$ cat config.mk
export PLATFORM = sky130hd
export DESIGN_NAME = tone_oscillator
export DESIGN_NICKNAME = d
export VERILOG_FILES = /design/src/rtl/tone_oscillator_pkg.sv /design/src/rtl/tone_oscillator_edge_counter.sv /design/src/rtl/tone_oscillator.sv
export SDC_FILE = /design/constraint.sdc
export NUM_CORES = 1
export LEC_CHECK = 0
export CAP_MARGIN = 5
export CORE_MARGIN = 2
export CORE_UTILIZATION = 53
export CTS_CLUSTER_SIZE = 10
export DETAILED_ROUTE_END_ITERATION = 6
export PLACE_DENSITY_LB_ADDON = 0.05
export SETUP_SLACK_MARGIN = 0.1
export SLEW_MARGIN = 40
export SYNTH_ARGS = -nofsm -noshare
export SYNTH_HDL_FRONTEND = slang
export SYNTH_SLANG_ARGS = --single-unit
$ cat constraint.sdc
create_clock -name clk -period 3.1 [get_ports clk]
set_input_delay 0.62 -clock clk [delete_from_list [all_inputs] [get_ports clk]]
set_output_delay 0.62 -clock clk [all_outputs]
set_load 0.005 [all_outputs]
$ cat src/rtl/tone_oscillator_pkg.sv
// Shared constants and state type for the tone generation chain.
// The lookup stage and the later mixer stages reuse these definitions.
package tone_oscillator_pkg;

    localparam int unsigned DIV_W    = 19;
    localparam int unsigned OFF_CODE = 370000;

    typedef enum logic {
        MUTE,
        RUN
    } osc_state_t;

endpackage

$ cat src/rtl/tone_oscillator_edge_counter.sv
// Free-running counter that wraps to zero after reaching load_val-1.
// Raises done during the terminal count.
module edge_counter #(
    parameter int unsigned DIV_W = 19
) (
    input  logic             clk,
    input  logic             rst,
    input  logic             clr,
    input  logic [DIV_W-1:0] load_val,
    output logic             done
);

    logic [DIV_W-1:0] cnt;

    assign done = (cnt == load_val - DIV_W'(1));

    always_ff @(posedge clk or posedge rst) begin
        if (rst) begin
            cnt <= '0;
        end else if (clr || done) begin
            cnt <= '0;
        end else begin
            cnt <= cnt + DIV_W'(1);
        end
    end

endmodule

$ cat src/rtl/tone_oscillator.sv
// Square-wave oscillator with a half-period divider and a tick on every edge.
// A new divider is adopted only at a half-period boundary, so the output never glitches.
module tone_oscillator #(
    parameter int unsigned DIV_W    = tone_oscillator_pkg::DIV_W,
    parameter int unsigned OFF_CODE = tone_oscillator_pkg::OFF_CODE
) (
    input  logic             clk,
    input  logic             rst,
    input  logic             en,
    input  logic [DIV_W-1:0] divider,
    output logic             wave_out,
    output logic             half_tick,
    output logic             active
);

    import tone_oscillator_pkg::*;

    osc_state_t       state;
    logic             en_q;
    logic [DIV_W-1:0] din_q;
    logic [DIV_W-1:0] div_q;
    logic             mute_req;
    logic             cnt_clr;
    logic             cnt_done;

    assign mute_req = !en_q || (din_q == DIV_W'(OFF_CODE)) || (din_q == '0);
    // Hold the counter at zero while muted so RUN always starts from a fresh half-period.
    assign cnt_clr  = (state == MUTE) || mute_req;

    edge_counter #(
        .DIV_W (DIV_W)
    ) u_edge_counter (
        .clk      (clk),
        .rst      (rst),
        .clr      (cnt_clr),
        .load_val (div_q),
        .done     (cnt_done)
    );

    always_ff @(posedge clk or posedge rst) begin
        if (rst) begin
            en_q      <= 1'b0;
            din_q     <= '0;
            div_q     <= '0;
            state     <= MUTE;
            wave_out  <= 1'b0;
            half_tick <= 1'b0;
            active    <= 1'b0;
        end else begin
            en_q  <= en;
            din_q <= divider;
            case (state)
                MUTE: begin
                    wave_out  <= 1'b0;
                    half_tick <= 1'b0;
                    active    <= 1'b0;
                    if (!mute_req) begin
                        div_q  <= din_q;
                        state  <= RUN;
                        active <= 1'b1;
                    end
                end
                RUN: begin
                    if (mute_req) begin
                        // Mute wins over a coincident terminal count.
                        state     <= MUTE;
                        wave_out  <= 1'b0;
                        half_tick <= 1'b0;
                        active    <= 1'b0;
                    end else if (cnt_done) begin
                        wave_out  <= ~wave_out;
                        half_tick <= 1'b1;
                        div_q     <= din_q;
                    end else begin
                        half_tick <= 1'b0;
                    end
                end
                default: begin
                    state <= MUTE;
                end
            endcase
        end
    end

endmodule

* Yosys cells after proc, flatten, opt, wreduce, memory -nomap -nowiden
Cells that the tools add are included.
** Storage, ports and cells
- Word-level logic and storage cells :: 40
- Memory bits (read-only) :: 0
- Bits in writable memories :: 0
- Bits in latches :: 0
- Output and inout bits :: 3
- Memories kept :: 0
- Bits in registers :: 62
** Operators by class
- Eq/ne operators :: 7
- Bitwise operators :: 2
- Reduce and logical (&&, ||, !) cells :: 7
- Magnitude comparators :: 0
- Add/sub/neg operators :: 2
- Multiply operators :: 0
- Mux-type cells :: 14
- Divide/modulo/power cells :: 0
- Shift-type cells :: 0
** Operators with widths (number)
- 2-to-1 mux 19 bit :: 4
- case mux 19 bit (2 select lines) :: 1
- adder 19 x 1 -> 19 bit (second input constant) :: 1
- == test 19 bit :: 1
- == test 19 bit (second input constant) :: 1
- logical NOT 19 bit :: 1
- subtractor 19 x 1 -> 19 bit (second input constant) :: 1
- 2-to-1 mux 1 bit :: 6
- case mux 1 bit (2 select lines) :: 3
- logical OR 1 bit :: 4
- inequality test 2 x 1 -> 1 bit (second input constant) :: 2
- inequality test 2 bit (second input constant) :: 2
- inequality test 3 x 1 -> 1 bit (second input constant) :: 1
- AND reduction 3 bit :: 1
- NOT 1 bit :: 2
- logical NOT 1 bit :: 1

* Logic depth before layout (Yosys ltp)
Gate-level depths: netlist (run 1).
- Depth after elaboration :: 6
- Depth in mapped cells :: 13
- Mapped depth without buffers :: 9

* Modules after synthesis
Synthesis (run 1) repeated with hierarchy kept, for this count alone.
** Unflattened totals
- Cells, all modules :: 324
- Area, all modules :: 3404.5 um^2
** By module, submodules not included
- tone_oscillator :: area an instance 1759.2 um^2, sequential area each 1076.0 um^2, times used 1, cells an instance 144
- edge_counter :: area an instance 1645.3 um^2, sequential area each 475.5 um^2, times used 1, cells an instance 180

* Worst setup path after synthesis (run 1)
OpenSTA, ideal clock, no wires.
- Path type :: register -> register
- Start :: register div_q[9]
- End :: register wave_out
- Library setup time :: 0.079 ns
- Arrival time :: 2.903 ns
- Cell stages (with the launch flop) :: 10
- Path slack :: 0.118 ns
- Buffers on the path :: 2
- Required time :: 3.021 ns
- Cells stage by stage :: dfrtp_1 or4_4 or3_4 or4_1 a211o_1 a21o_1 clkbuf_1 nor3_1 buf_2 mux2i_1
** Between the ends
- Longest elaborated chain between the ends :: 3
** RTL lines
- from (decl) :: line tone_oscillator.sv:21 : logic [DIV_W-1:0] div_q;
- from (signal assigned) :: line tone_oscillator.sv:58 : div_q <= din_q;
- from (signal assigned) :: line tone_oscillator.sv:73 : div_q <= din_q;
- subtractor 19 x 1 -> 19 bit :: line tone_oscillator_edge_counter.sv:15 : assign done = (cnt == load_val - DIV_W'(1));
- == test 19 bit :: line tone_oscillator_edge_counter.sv:15
- inequality test 3 x 1 -> 1 bit (no line)
- to (signal assigned) :: line tone_oscillator.sv:71 : wave_out <= ~wave_out;
- to (decl) :: line tone_oscillator.sv:11 : output logic wave_out,
Every way passes these cells.
A chain may end at the register's enable or synchronous reset.

* Worst setup path after layout (run 1)
- Start :: register div_q[9]
- End :: register div_q[2]
** Between the ends
- Longest elaborated chain between the ends :: 4
** RTL lines (line)
- subtractor 19 x 1 -> 19 bit :: tone_oscillator_edge_counter.sv:15
- == test 19 bit :: tone_oscillator_edge_counter.sv:15
- inequality test 2 x 1 -> 1 bit (no line)
- AND reduction 3 bit (no line)
Every way passes these cells.

==> flow_summary_export.csv, run 1 <==
group,metric,value,unit
critical_path,path_cells,"or4_4 > or3_4 > or4_1 > a211o_1 > a21o_1 > buf_4 > o21ai_0 > o311ai_4",
status,status,"finished, final reports clean",
critical_path,r2r-end,"div_q[2]",
clocking,clockRootBuffer,"clkbuf_8",
synth,yosys.area.top_type,"dfrtp_1",
hold_path,hold_path_depth,2,
timing,rsz0062_at_grt,"true",
timing,max-slew-margin-rel,65.1,%
power,power.density,447,nW/µm²
global_route,antenna_found_initial,0,
critical_path,crit_path_start_kind,"flop",
timing,slew_violations,0,
critical_path,max_stage_delay,0.54,ns
synth,synth_nets,418,
global_route,grt_pass1_wl,15.0,mm
global_route,grt_pass1_vias,2979,
clocking,post_cts_buffers,0,
layout,drive_above_1_share,15.0,%
route,dr.pass1.iters,4,
floorplanning,start_util,54.3,%
clocking,cts.sinks,62,
synth,synth-seq-cells,62,
route,wl_per_cell,17.5,µm
route,ant_nets,0,
global_route,grt_max_degree,40,
power,leakage,1.63,nW
synth,synth_area,3670,µm²
timing,fmax,0.336,GHz
hold_path,hold_path.class,"reg2reg",
place,place.gp.congestion,0.852,
flow_run,maxCapViolCount,0,
layout,layout_commonest_cell,"dfrtp_1",
clocking,path_clk_slew,0.07,ns
timing,skew,0.00813,ns
clocking,clk_latency,0.34,ns
clocking,hold_buffers,0,
route,vias_per_cell,6.23,
clocking,cts.path.max_buffers,2,
timing,fin_setup_tns,0,ns
floorplanning,core_area,6760,µm²
critical_path,r2r_setup_slack,0.12,ns
global_route,grt_usage,25.4,%
synth,yosysWarnings,0,
clocking,cts_htree_levels,3,
synth,netlist_instances,394,
floorplanning,die-width,87.2,µm
layout,fin_cells,507,
hold_path,hold_end,"active",
synth,synth_edf_count,0,
hold_path,min_from,"active",
critical_path,r2r-start,"div_q[9]",
route,drtIter0Drc,187,
layout,area_delta_synth_final,20.9,%
global_route,grt-ovfl-total,0,
critical_path,r2r_cells,8,
critical_path,crit_path_max_fanout,20,
critical_path,cp_data_required_time,3.30,ns
floorplanning,die-height,87.2,µm
layout,nets,446,
route,via_count,3158,
synth,ys_async_sr_fraction,100,%
place,dp_hpwl,6.13,mm
floorplanning,ios,25,
floorplanning,die_area,7600,µm²
clocking,numCtsBuffers,9,
timing,worst_pin_slew,0.524,ns
synth,synth_top_area_share,42.3,%
timing,hold_violations,0,
synth,synthFlopType,"dfrtp_1",
place,port_buffers,24,
timing,period_share,96.1,%
clocking,cts_tree,"yes",
synth,ys_seq_area_share,42.3,%
critical_path,arrival,3.18,ns
layout,diodes,0,
timing,final-setup-viol-count,0,
synth,synth_area_leaders,"dfrtp_1 (42%), xor2_1 (5.5%), a221oi_1 (4.5%)",
place,placed_cells,491,
route,drc_errors,0,
timing,fin_crit,2.98,ns
route,wirelength,8.90,mm
power,vdd_drop_max,421,µV
floorplanning,core.rowCount,30,
critical_path,cp_slowest_cell,"or4_4",
synth,synth.distinct_cells,49,
synth,synth.avg_cell_area,9.30,µm²
critical_path,crit_type,"reg2reg",
power,power,0.00198,W
layout,final_cell_mix,"dfrtp_1 (62), nand2_1 (29), nor3_1 (26)",
critical_path,end_kind,"flop",
per-layer routing:
layer | routed length (µm) | track usage [%] | up-vias
met4 | 86 | 8.39 | 0
met3 | 426 | 4.83 | 8
met1 | 3940 | 34.7 | 1546
met5 | 0 | 0 | -
met2 | 4450 | 40.7 | 87
li1 | - | - | 1517
cell usage after synthesis, types with 2 or more instances:
cell type	count
nand2_1	29
xor2_1	23
nand2b_1	2
a21o_1	3
o211ai_1	2
inv_1	10
or3_1	5
o311ai_0	8
o2111ai_1	3
xnor2_1	18
nor3b_1	20
a221oi_1	19
and3_1	7
nand4_1	7
nor4_1	7
o21ai_0	23
or4_1	3
and4_1	3
nand3_1	10
clkbuf_1	28
nor2b_1	2
nor3_1	27
o311ai_1	11
and2_1	19
dfrtp_1	62
mux2i_1	3
buf_6	2
ha_1	2
nor2_1	15
buf_2	2
report_power, final:
group          internal [W]  switching [W]
clock network      0.000475       0.000323
logic              0.000137       0.000143
registers          0.000849      0.0000527
worst max path at each step:
stage / startpoint / to / slack, ns
after detailed placement: div_q[9] / div_q[0] / 0.02
after floorplan: div_q[9] / wave_out / 0.12
after global routing: div_q[9] / wave_out / 0.04
after global placement: div_q[9] / div_q[0] / 0.03
final: div_q[9] / div_q[2] / 0.12
after CTS: div_q[9] / div_q[0] / 0.09
stage by stage:
step	setup slack, ns	hold slack (ns)	util [%]	instance area (µm²)
finish	0.121	0.539	65.6	4430
global route	0.0447	0.561	65.6	4430
CTS	0.0928	0.544	64.3	4350
detailed placement	0.0243	0.533	60.2	4070
global placement	0.0304	0.507	60.2	4070
floorplan	0.118	0.495	-	3670
flip-flops by register name (all words and copies together) (netlist names):
register,count
u_edge_counter.cnt,19
div_q,19
wave_out,1
active,1
half_tick,1
din_q,19
en_q,1
state,1
layout make-up:
class	instances	area (µm²)
Timing Repair Buffer	49	439
Clock inverter	5	82.6
Tap cell	80	100
Inverter	10	37.5
Fill cell	553	2320
Multi-Input combinational cell	290	2080
Sequential cell	62	1550
Clock buffer	11	141
worst max-delay path, delay by kind of cell (launching register included):
| family | cells | cell delay, ns |
|---|---|---|
| AO/OA/AOI/OAI | 4 | 0.97 |
| AND/OR/NAND/NOR | 3 | 1.29 |
| flip-flops | 1 | 0.38 |
| buffers and inverters | 1 | 0.20 |
timing repair:
item / 4_1_cts / 5_1_grt
hold endpoints to repair: 0 / 0
gates resized for setup: 10 / 16
endpoints found under the setup margin: 33 / 36
pin swaps: 0 / 2
cells by family (layout without fill, tap and decap cells):
family	count (synthesis)	after routing	share of synthesized area, %
AND/OR/NAND/NOR	165	165	25.6
flip-flops	62	62	42.3
buffers and inverters	42	75	4.78
adder cells (fa/ha/maj)	2	2	0.682
multiplexers	3	3	0.819
AO/OA/AOI/OAI	79	79	16.0
XOR/XNOR	41	41	9.80
Power figures use the tool's default switching activity.
==> inputs of run 2 (changes only) <==
--- a/config.mk
+++ b/config.mk
@@ -6,7 +6,6 @@
 export NUM_CORES = 1
 export LEC_CHECK = 0
 export CAP_MARGIN = 5
-export CORE_MARGIN = 2
 export CORE_UTILIZATION = 53
 export CTS_CLUSTER_SIZE = 10
 export DETAILED_ROUTE_END_ITERATION = 6
==> run 2 against run 1 <==
Register-to-register slack worse by 0.06 ns. Via count is 3.3% higher. Die area decreased by 4.5%. Largest cell class unchanged. Highest routed layer unchanged. Clock power increased by 1%.
==> flow_summary_export.csv, run 2 (same netlist as run 1, synthesis figures left out) <==
group,metric,value,unit
status,status,"finished, final reports clean",
global_route,grt_usage,25.9,%
clocking,cts_htree_levels,3,
place,port_buffers,24,
route,ant_nets,0,
floorplanning,core_area,6490,µm²
layout,layout_commonest_cell,"dfrtp_1",
timing,slew_violations,0,
timing,worst_pin_slew,0.622,ns
clocking,numCtsBuffers,9,
critical_path,arrival,3.27,ns
power,leakage,1.71,nW
route,via_count,3261,
layout,diodes,0,
timing,skew,0.0109,ns
critical_path,cpLargestDelayFamily,"simple AND/OR/NAND/NOR gates",
clocking,cts.path.max_buffers,2,
critical_path,cp_slowest_cell,"or4_4",
layout,nFillCells,490,
route,drtIter0Drc,192,
critical_path,crit_type,"reg2reg",
power,power.density,435,nW/µm²
critical_path,end_kind,"flop",
timing,final-setup-viol-count,0,
clocking,cts_tree,"yes",
hold_path,hold_path.class,"reg2reg",
timing,period_share,98.0,%
clocking,clockRootBuffer,"clkbuf_8",
floorplanning,die_area,7250,µm²
critical_path,crit_path_max_fanout,6,
floorplanning,ios,25,
timing,fmax,0.329,GHz
layout,final_cell_mix,"dfrtp_1 (62), nand2_1 (29), clkdlybuf4s50_1 (24)",
critical_path,path_cells,"or4_4 > or3_4 > or4_1 > a211o_1 > a21o_4 > or2_4 > buf_6 > o311ai_1",
timing,hold_ws,0.515,ns
critical_path,crit_buf_inv,1,
route,wl_per_cell,17.7,µm
layout,fin_cells,508,
floorplanning,core.rowCount,29,
layout,drive_above_1_share,18.1,%
layout,area_delta_synth_final,25.2,%
place,place.gp.congestion,0.901,
clocking,hold_buffers,0,
clocking,path_clk_slew,0.07,ns
place,placed_cells,486,
critical_path,cp_data_required_time,3.34,ns
layout,nets,451,
floorplanning,die-width,85.2,µm
critical_path,crit_path_start_kind,"flop",
timing,rsz0062_at_grt,"true",
clocking,cts.sinks,62,
place,dp_hpwl,5.90,mm
global_route,antenna_found_initial,0,
critical_path,max_stage_delay,0.55,ns
global_route,grt-ovfl-total,0,
power,vdd_drop_max,274,µV
route,wirelength,9.01,mm
layout,reg_top3,"din_q: 19 flops, div_q: 19 flops, u_edge_counter.cnt: 19 flops",
floorplanning,start_util,56.4,%
floorplanning,die-height,85.2,µm
global_route,grt_pass1_vias,3100,
timing,max-slew-margin-rel,58.5,%
power,power,0.00200,W
global_route,grt_pass1_wl,14.7,mm
route,vias_per_cell,6.42,
clocking,clk_latency,0.34,ns
flow_run,maxCapViolCount,0,
timing,fin_crit,3.04,ns
route,drc_errors,0,
timing,hold_violations,0,
global_route,grt_max_degree,39,
route,dr.pass1.iters,5,
## run 2: cell types whose count changed in the layout (fill, tap and decap cells not counted), sizes merged
cell	before	now
clkinv	0	2
clkinvlp	3	0
clkbuf	11	12
buf	25	29
## run 2: through the flow
step	worst slack, ns	util (%)	TNS, ns	cell area, µm²
2_1_floorplan	0.118	-	0	3670
3_3_place_gp	0.0777	62.3	0	4050
3_5_place_dp	-0.0732	62.3	-0.0732	4050
4_1_cts	0.0620	66.4	0	4310
5_1_grt	0.0282	70.7	0	4590
6_report	0.0630	70.7	0	4590
## run 2: layer usage
layer,vias up,GRT usage (%),wire [µm]
met4,0,10.2,157
met1,1598,34.6,3980
met5,-,0,0
met3,15,3.50,466
li1,1527,-,-
met2,121,43.0,4400
## run 2: tightest hold or removal path: stages, from the launching register on
cell,delay (ns)
dfrtp_1,0.37
inv_1,0.05
a21oi_1,0.05
## run 2: report_power, final
part	switching, W	internal, W	total [W]
registers	0.0000617	0.000849	0.000911
clock network	0.000317	0.000489	0.000807
logic	0.000141	0.000138	0.000279
total	0.000520	0.00148	0.00200
## run 2: repair_timing
| item | 4_1_cts | 5_1_grt |
|---|---|---|
| pin swaps | 1 | 7 |
| endpoints found under the setup margin | 34 | 37 |
| gates cloned | 1 | 2 |
| setup buffers | 0 | 4 |
| gates resized for setup | 12 | 37 |
## run 2: final timing paths
path / from / to / slack, ns / depth (start not counted)
max in group asynchronous: rst / din_q[0] / 1.82 / 3
min in group asynchronous: rst / div_q[7] / 0.62 / 2
min: active / active / 0.51 / 2
max: div_q[9] / div_q[11] / 0.06 / 8
max reg2reg: div_q[9] / div_q[11] / 0.06 / 8
min reg2reg: active / active / 0.51 / 2
## run 2: cell type report
class	count	area [µm²]	area share (%)
repair buffers	54	531	11.6
clock inverters	4	70.1	1.53
multi-input cells	290	2150	46.9
clock buffers	11	151	3.30
inverters	10	37.5	0.818
well taps	77	96.3	2.10
flip-flops and latches	62	1550	33.8
